<file path="config.mk">
export PLATFORM = sky130hd
export DESIGN_NAME = sirc_user_port_responder
export DESIGN_NICKNAME = d
export VERILOG_FILES = /design/src/rtl/sirc_user_port_responder.sv
export SDC_FILE = /design/constraint.sdc
export NUM_CORES = 2
export LEC_CHECK = 0
export CAP_MARGIN = 30
export CELL_PAD_IN_SITES_DETAIL_PLACEMENT = 1
export CELL_PAD_IN_SITES_GLOBAL_PLACEMENT = 1
export CORE_MARGIN = 5
export CORE_UTILIZATION = 39
export DETAILED_ROUTE_END_ITERATION = 8
export GPL_TIMING_DRIVEN = 0
export PLACE_DENSITY_LB_ADDON = 0.1
export SYNTH_ARGS = -nofsm -noshare
export SYNTH_HDL_FRONTEND = slang
export SYNTH_SLANG_ARGS = --single-unit
export TNS_END_PERCENT = 50
</file>
<file path="constraint.sdc">
create_clock -name clk -period 7.9 [get_ports clk]
set_clock_uncertainty 0.05 [all_clocks]
set_input_delay 1.975 -clock clk [delete_from_list [all_inputs] [get_ports clk]]
set_output_delay 1.975 -clock clk [all_outputs]
set_load 0.01 [all_outputs]
</file>
<file path="src/rtl/sirc_user_port_responder.sv">
// sirc_user_port_responder: controller-side SIRC endpoint serving parameter registers, input reads, output writes and the run flag.
// Define SIRC_RESP_STALL_EN to insert LFSR-driven 0-3 cycle stalls ahead of each channel Ack.
`timescale 1ns/1ps
module sirc_user_port_responder #(
    parameter int INMEM_BYTE_WIDTH     = 1,
    parameter int OUTMEM_BYTE_WIDTH    = 1,
    parameter int INMEM_ADDRESS_WIDTH  = 17,
    parameter int OUTMEM_ADDRESS_WIDTH = 13,
    parameter int INMEM_DEPTH          = 256,
    parameter int OUTMEM_DEPTH         = 64,
    parameter int REG_COUNT            = 8,
    parameter int READ_LATENCY         = 2
) (
    input  logic                              clk,
    input  logic                              reset,
    input  logic                              hostRegWriteEn,
    input  logic [7:0]                        hostRegAddr,
    input  logic [31:0]                       hostRegData,
    input  logic                              hostInWriteEn,
    input  logic [INMEM_ADDRESS_WIDTH-1:0]    hostInAdd,
    input  logic [INMEM_BYTE_WIDTH*8-1:0]     hostInData,
    input  logic [OUTMEM_ADDRESS_WIDTH-1:0]   hostOutReadAdd,
    output logic [OUTMEM_BYTE_WIDTH*8-1:0]    hostOutReadData,
    input  logic                              hostRunSet,
    output logic                              runDone,
    output logic                              rangeErr,
    output logic                              userRunValue,
    input  logic                              userRunClear,
    input  logic                              register32CmdReq,
    output logic                              register32CmdAck,
    input  logic [31:0]                       register32WriteData,
    input  logic [7:0]                        register32Address,
    input  logic                              register32WriteEn,
    output logic                              register32ReadDataValid,
    output logic [31:0]                       register32ReadData,
    input  logic                              inputMemoryReadReq,
    output logic                              inputMemoryReadAck,
    input  logic [INMEM_ADDRESS_WIDTH-1:0]    inputMemoryReadAdd,
    output logic                              inputMemoryReadDataValid,
    output logic [INMEM_BYTE_WIDTH*8-1:0]     inputMemoryReadData,
    input  logic                              outputMemoryWriteReq,
    output logic                              outputMemoryWriteAck,
    input  logic [OUTMEM_ADDRESS_WIDTH-1:0]   outputMemoryWriteAdd,
    input  logic [OUTMEM_BYTE_WIDTH*8-1:0]    outputMemoryWriteData,
    input  logic [OUTMEM_BYTE_WIDTH-1:0]      outputMemoryWriteByteMask
);

    localparam int IN_W   = INMEM_BYTE_WIDTH * 8;
    localparam int OUT_W  = OUTMEM_BYTE_WIDTH * 8;
    localparam int REG_IW = (REG_COUNT > 1) ? $clog2(REG_COUNT) : 1;
    localparam int IN_IW  = (INMEM_DEPTH > 1) ? $clog2(INMEM_DEPTH) : 1;
    localparam int OUT_IW = (OUTMEM_DEPTH > 1) ? $clog2(OUTMEM_DEPTH) : 1;

    logic [31:0]             r_regs    [REG_COUNT];
    logic [IN_W-1:0]         r_in_mem  [INMEM_DEPTH];
    logic [OUT_W-1:0]        r_out_mem [OUTMEM_DEPTH];

    logic                    r_reg_ack, r_in_ack, r_out_ack;
    logic [READ_LATENCY-1:0] r_reg_vld, r_in_vld;
    logic [31:0]             r_reg_dat [READ_LATENCY];
    logic [IN_W-1:0]         r_in_dat  [READ_LATENCY];
    logic                    r_range_err, r_run, r_run_done;
    logic [OUT_W-1:0]        r_host_rd;

    logic                    w_reg_acc, w_in_acc, w_out_acc;
    logic                    w_reg_ok, w_in_ok, w_out_ok;
    logic                    w_host_reg_ok, w_host_in_ok, w_host_out_ok;
    logic                    w_in_busy;
    logic [2:0]              w_elig, w_stall_ok;
    logic [31:0]             w_reg_rd_data;
    logic [IN_W-1:0]         w_in_rd_data;
    logic [OUT_IW-1:0]       w_out_idx;

    assign w_reg_acc = register32CmdReq & r_reg_ack;
    assign w_in_acc  = inputMemoryReadReq & r_in_ack;
    assign w_out_acc = outputMemoryWriteReq & r_out_ack;

    assign w_reg_ok      = 32'(register32Address) < 32'(REG_COUNT);
    assign w_in_ok       = 32'(inputMemoryReadAdd) < 32'(INMEM_DEPTH);
    assign w_out_ok      = 32'(outputMemoryWriteAdd) < 32'(OUTMEM_DEPTH);
    assign w_host_reg_ok = 32'(hostRegAddr) < 32'(REG_COUNT);
    assign w_host_in_ok  = 32'(hostInAdd) < 32'(INMEM_DEPTH);
    assign w_host_out_ok = 32'(hostOutReadAdd) < 32'(OUTMEM_DEPTH);
    assign w_out_idx     = outputMemoryWriteAdd[OUT_IW-1:0];

    assign w_reg_rd_data = w_reg_ok ? r_regs[register32Address[REG_IW-1:0]] : '0;
    assign w_in_rd_data  = w_in_ok ? r_in_mem[inputMemoryReadAdd[IN_IW-1:0]] : '0;

    // The input channel is free again in its DataValid cycle, i.e. once only the last stage holds the read.
    // NOTE: every always_comb output gets a default first so no path leaves it unassigned (no latch).
    always_comb begin
        w_in_busy = 1'b0;
        for (int i = 0; i < READ_LATENCY - 1; i++) begin
            w_in_busy = w_in_busy | r_in_vld[i];
        end
    end

    assign w_elig = {outputMemoryWriteReq & ~r_out_ack,
                     inputMemoryReadReq & ~r_in_ack & ~w_in_busy,
                     register32CmdReq & ~r_reg_ack};

`ifdef SIRC_RESP_STALL_EN
    logic [15:0] r_lfsr;
    logic [1:0]  r_stall [3];

    always_ff @(posedge clk) begin
        if (reset) begin
            r_lfsr <= 16'hACE1;
            for (int ch = 0; ch < 3; ch++) r_stall[ch] <= '0;
        end else begin
            r_lfsr <= {r_lfsr[14:0], r_lfsr[15] ^ r_lfsr[13] ^ r_lfsr[12] ^ r_lfsr[10]};
            for (int ch = 0; ch < 3; ch++) begin
                if (w_elig[ch]) begin
                    r_stall[ch] <= (r_stall[ch] == 2'd0) ? r_lfsr[2*ch +: 2] : r_stall[ch] - 2'd1;
                end
            end
        end
    end

    always_comb begin
        for (int ch = 0; ch < 3; ch++) w_stall_ok[ch] = (r_stall[ch] == 2'd0);
    end
`else
    assign w_stall_ok = 3'b111;
`endif

    // NOTE: storage arrays are never reset; only handshake and status state is cleared.
    always_ff @(posedge clk) begin
        if (hostRegWriteEn && w_host_reg_ok) begin
            r_regs[hostRegAddr[REG_IW-1:0]] <= hostRegData;
        end
        if (w_reg_acc && register32WriteEn && w_reg_ok) begin
            r_regs[register32Address[REG_IW-1:0]] <= register32WriteData;
        end
        if (hostInWriteEn && w_host_in_ok) begin
            r_in_mem[hostInAdd[IN_IW-1:0]] <= hostInData;
        end
        if (w_out_acc && w_out_ok) begin
            for (int b = 0; b < OUTMEM_BYTE_WIDTH; b++) begin
                if (outputMemoryWriteByteMask[b]) begin
                    r_out_mem[w_out_idx][8*b +: 8] <= outputMemoryWriteData[8*b +: 8];
                end
            end
        end
        r_reg_dat[0] <= w_reg_rd_data;
        r_in_dat[0]  <= w_in_rd_data;
        for (int i = 1; i < READ_LATENCY; i++) begin
            r_reg_dat[i] <= r_reg_dat[i-1];
            r_in_dat[i]  <= r_in_dat[i-1];
        end
    end

    // NOTE: sequential state uses non-blocking assignments so every register samples pre-edge values.
    always_ff @(posedge clk) begin
        if (reset) begin
            r_reg_ack   <= 1'b0;
            r_in_ack    <= 1'b0;
            r_out_ack   <= 1'b0;
            r_reg_vld   <= '0;
            r_in_vld    <= '0;
            r_range_err <= 1'b0;
            r_run       <= 1'b0;
            r_run_done  <= 1'b0;
            r_host_rd   <= '0;
        end else begin
            r_reg_ack    <= w_elig[0] & w_stall_ok[0];
            r_in_ack     <= w_elig[1] & w_stall_ok[1];
            r_out_ack    <= w_elig[2] & w_stall_ok[2];
            r_reg_vld[0] <= w_reg_acc & ~register32WriteEn;
            r_in_vld[0]  <= w_in_acc;
            for (int i = 1; i < READ_LATENCY; i++) begin
                r_reg_vld[i] <= r_reg_vld[i-1];
                r_in_vld[i]  <= r_in_vld[i-1];
            end
            if ((w_reg_acc & ~w_reg_ok) | (w_in_acc & ~w_in_ok) | (w_out_acc & ~w_out_ok)) begin
                r_range_err <= 1'b1;
            end
            // A set in the same cycle as a clear wins and suppresses runDone.
            r_run      <= hostRunSet | (r_run & ~userRunClear);
            r_run_done <= r_run & userRunClear & ~hostRunSet;
            r_host_rd  <= w_host_out_ok ? r_out_mem[hostOutReadAdd[OUT_IW-1:0]] : '0;
        end
    end

    assign register32CmdAck         = r_reg_ack;
    assign register32ReadDataValid  = r_reg_vld[READ_LATENCY-1];
    assign register32ReadData       = r_reg_vld[READ_LATENCY-1] ? r_reg_dat[READ_LATENCY-1] : '0;
    assign inputMemoryReadAck       = r_in_ack;
    assign inputMemoryReadDataValid = r_in_vld[READ_LATENCY-1];
    assign inputMemoryReadData      = r_in_vld[READ_LATENCY-1] ? r_in_dat[READ_LATENCY-1] : '0;
    assign outputMemoryWriteAck     = r_out_ack;
    assign hostOutReadData          = r_host_rd;
    assign rangeErr                 = r_range_err;
    assign userRunValue             = r_run;
    assign runDone                  = r_run_done;

endmodule
</file>
==> metrics.txt <==
Netlist cell types 64; Slew HR 18.41%; clock sinks 2914; Port Buffers 211; number of global-route vias before repair 64400; Avg Cell Area, Syn 20.13 µm²; worst-skew pair later-pin latency 0.94 ns; placed cell area 124400 µm²; EDFF count, synth 2816; Post-Syn Nets 5866; via density per instance 6.190; RR Endpoint r_regs[7][3]; synth top area cells edfxtp_1, mux4_2, mux2i_1, mux2_2, dfxtp_1; LEAKAGE 42.65 nW; CTS root buf clkbuf_16; Rows 199; dominant synthesized flop cell edfxtp_1; detailed-route via count 65490; Num CTS Buffers 326; Max Fclk 130.4 MHz; fin. max-slew vios 0; Die Span X 552.4 µm; post-synth top area share 73.71%; worst path arrival time 8.41 ns; core area 293300 µm²; register area 86520 µm²; PostCTS Resize Cnt 0; max cap viols 0; clock slew at reported path FFs 0.06 ns; flip-flop and latch count after synthesis 2914; crit share post-route 97.11%; global placer's final weighted congestion 0.9933; Post-Synthesis Cells 5699; # hold bufs at CTS 0; Design Area, Final 134800 µm²; critical path data required time 8.64 ns; CP endpoint r_in_dat[0][4]; R2R setup slack 4.24 ns; footprint of the multi-input gates 26710 µm²; Initial Util 39.12%; initial antenna violation count 37; wire per inst 43.10 µm; crit path launch type input port; Final Hold Viols 0; Tot GR Track Use 29.10%; Min-Delay Path Class register to register; fillers 27220; asr flop ratio synth 0%; Inst Count DP 9974; post-DP HPWL 310000 µm; fin crit period 7.671 ns; most frequent cells after synthesis edfxtp_1, mux4_2, nor2_1; Post-layout nets 6563; CTS tree done; DRC viols 0; post-CTS setup buffer count 0; H-tree depth 5; final setup fails 0; r2r startpoint register32CmdAck; maximum vdd ir drop 0.1583 mV; full die area 305100 µm²; most common cell in the netlist edfxtp_1; mapped cell area 114700 µm²; Worst Reg-to-Reg Cells 7; first-pass GRT wire length 600200 µm; Synth area leader edfxtp_1; share of cells above drive strength 1 25.19%; Crit. Startpoint inputMemoryReadAdd[1]; CP Capture Type register; post-route ant nets 0; final WL 456000 µm; crit path kind input port to register; Power Density 252.5 nW/µm²; status complete, no violations; Bufs on Longest Clock Path 4; Synth warnings 0; unrepaired setup endpoints after global routing false; Initial DRC Count 9817; total I/O pin count 223; Die Height 552.4 µm; largest net degree at the start of global routing 144; Layout Cells excl Fill 10580; area delta synth->final 17.47%; critical-path maximum fanout 10; gr ovfl total 0; post-synthesis sequential area ratio 75.42%; first-pass iteration count of the detailed router 5; Worst-Margin Slew 1.208 ns
-- through the flow --
stage	worst slack [ns]	power (mW)	utilization, %	TNS (ns)	hold WS, ns
2_1_floorplan	1.780	18.06	-	0	0.2596
3_3_place_gp	-3.892	19.38	41.51	-7691.61	0.2596
3_5_place_dp	-0.4490	19.35	42.40	-1.230	0.2632
4_1_cts	0.5366	34.14	45.90	0	0.2764
5_1_grt	0.4804	34.85	45.94	0	0.2790
6_report	0.2286	34.02	45.95	0	0.2749
-- critical path: stages --
cell and delay, ns:
clkdlybuf4s50_1 0.48, buf_4 0.41, buf_4 0.54, buf_2 0.64
buf_2 0.83, buf_2 0.94, mux4_2 0.45, nor3_1 0.12
nor3_1 0.82, nand4_1 0.60, o2bb2ai_1 0.49
-- flip-flops by register name (all words and copies together) (netlist names) --
register,flops
hostOutReadData,8
runDone,1
inputMemoryReadAck,1
r_regs,256
rangeErr,1
r_out_mem,512
r_reg_vld,2
register32CmdAck,1
userRunValue,1
r_reg_dat,64
r_in_vld,2
r_in_dat,16
r_in_mem,2048
outputMemoryWriteAck,1
-- report_power, final --
group	internal (mW)	switching (mW)
clock	8.61	6.32
sequential	16.9	0.00343
combinational	0.658	1.49
-- placed cells by master (no fill, tap or decap), types with 87 or more instances in the layout --
cell / n
buf_2: 91
clkbuf_1: 194
clkbuf_16: 337
clkdlybuf4s50_1: 195
dfxtp_1: 98
edfxtp_1: 2816
mux2_2: 262
mux2i_1: 321
mux4_2: 608
nand2_1: 115
nor2_1: 433
nor3_1: 87
o22ai_1: 102
-- area by class of cell --
class | count | share of cell area, %
sequential | 2914 | 64.20
multi-input combinational | 2449 | 19.82
clock buffer | 425 | 6.599
tap | 3919 | 3.638
timing repair buffer | 369 | 3.465
buffer | 328 | 1.213
clock inverter | 156 | 1.018
inverter | 8 | 0.02228
antenna | 12 | 0.02228
-- layer usage --
layer / part of all wire (%) / global-route usage (%) / up-vias
li1: - / - / 25000
met4: 4.7 / 11.52 / 20
met1: 41 / 41.41 / 35980
met3: 11 / 8.245 / 750
met2: 43 / 42.36 / 3738
met5: 0.060 / 0.3751 / -
-- logic make-up after synthesis --
logic type,synth area share (%)
DFF,75.42
muxes,17.31
and+or+nand+nor,3.336
AOI/OAI and AO/OA,2.529
buffers and inverters,1.412
-- worst min-delay path by stage --
stage	from	depth (start not counted)	slack (ns)	end
floorplan	r_in_dat[0][2]	0	0.26	r_in_dat[0][10]
global placement	r_in_dat[0][2]	0	0.26	r_in_dat[0][10]
detailed placement	r_reg_dat[0][25]	0	0.26	r_reg_dat[0][57]
CTS	r_reg_dat[0][10]	0	0.28	r_reg_dat[0][42]
global route	r_reg_dat[0][0]	0	0.28	r_reg_dat[0][32]
finish	r_reg_dat[0][23]	0	0.27	r_reg_dat[0][55]
(Power assumes the default switching activity.)
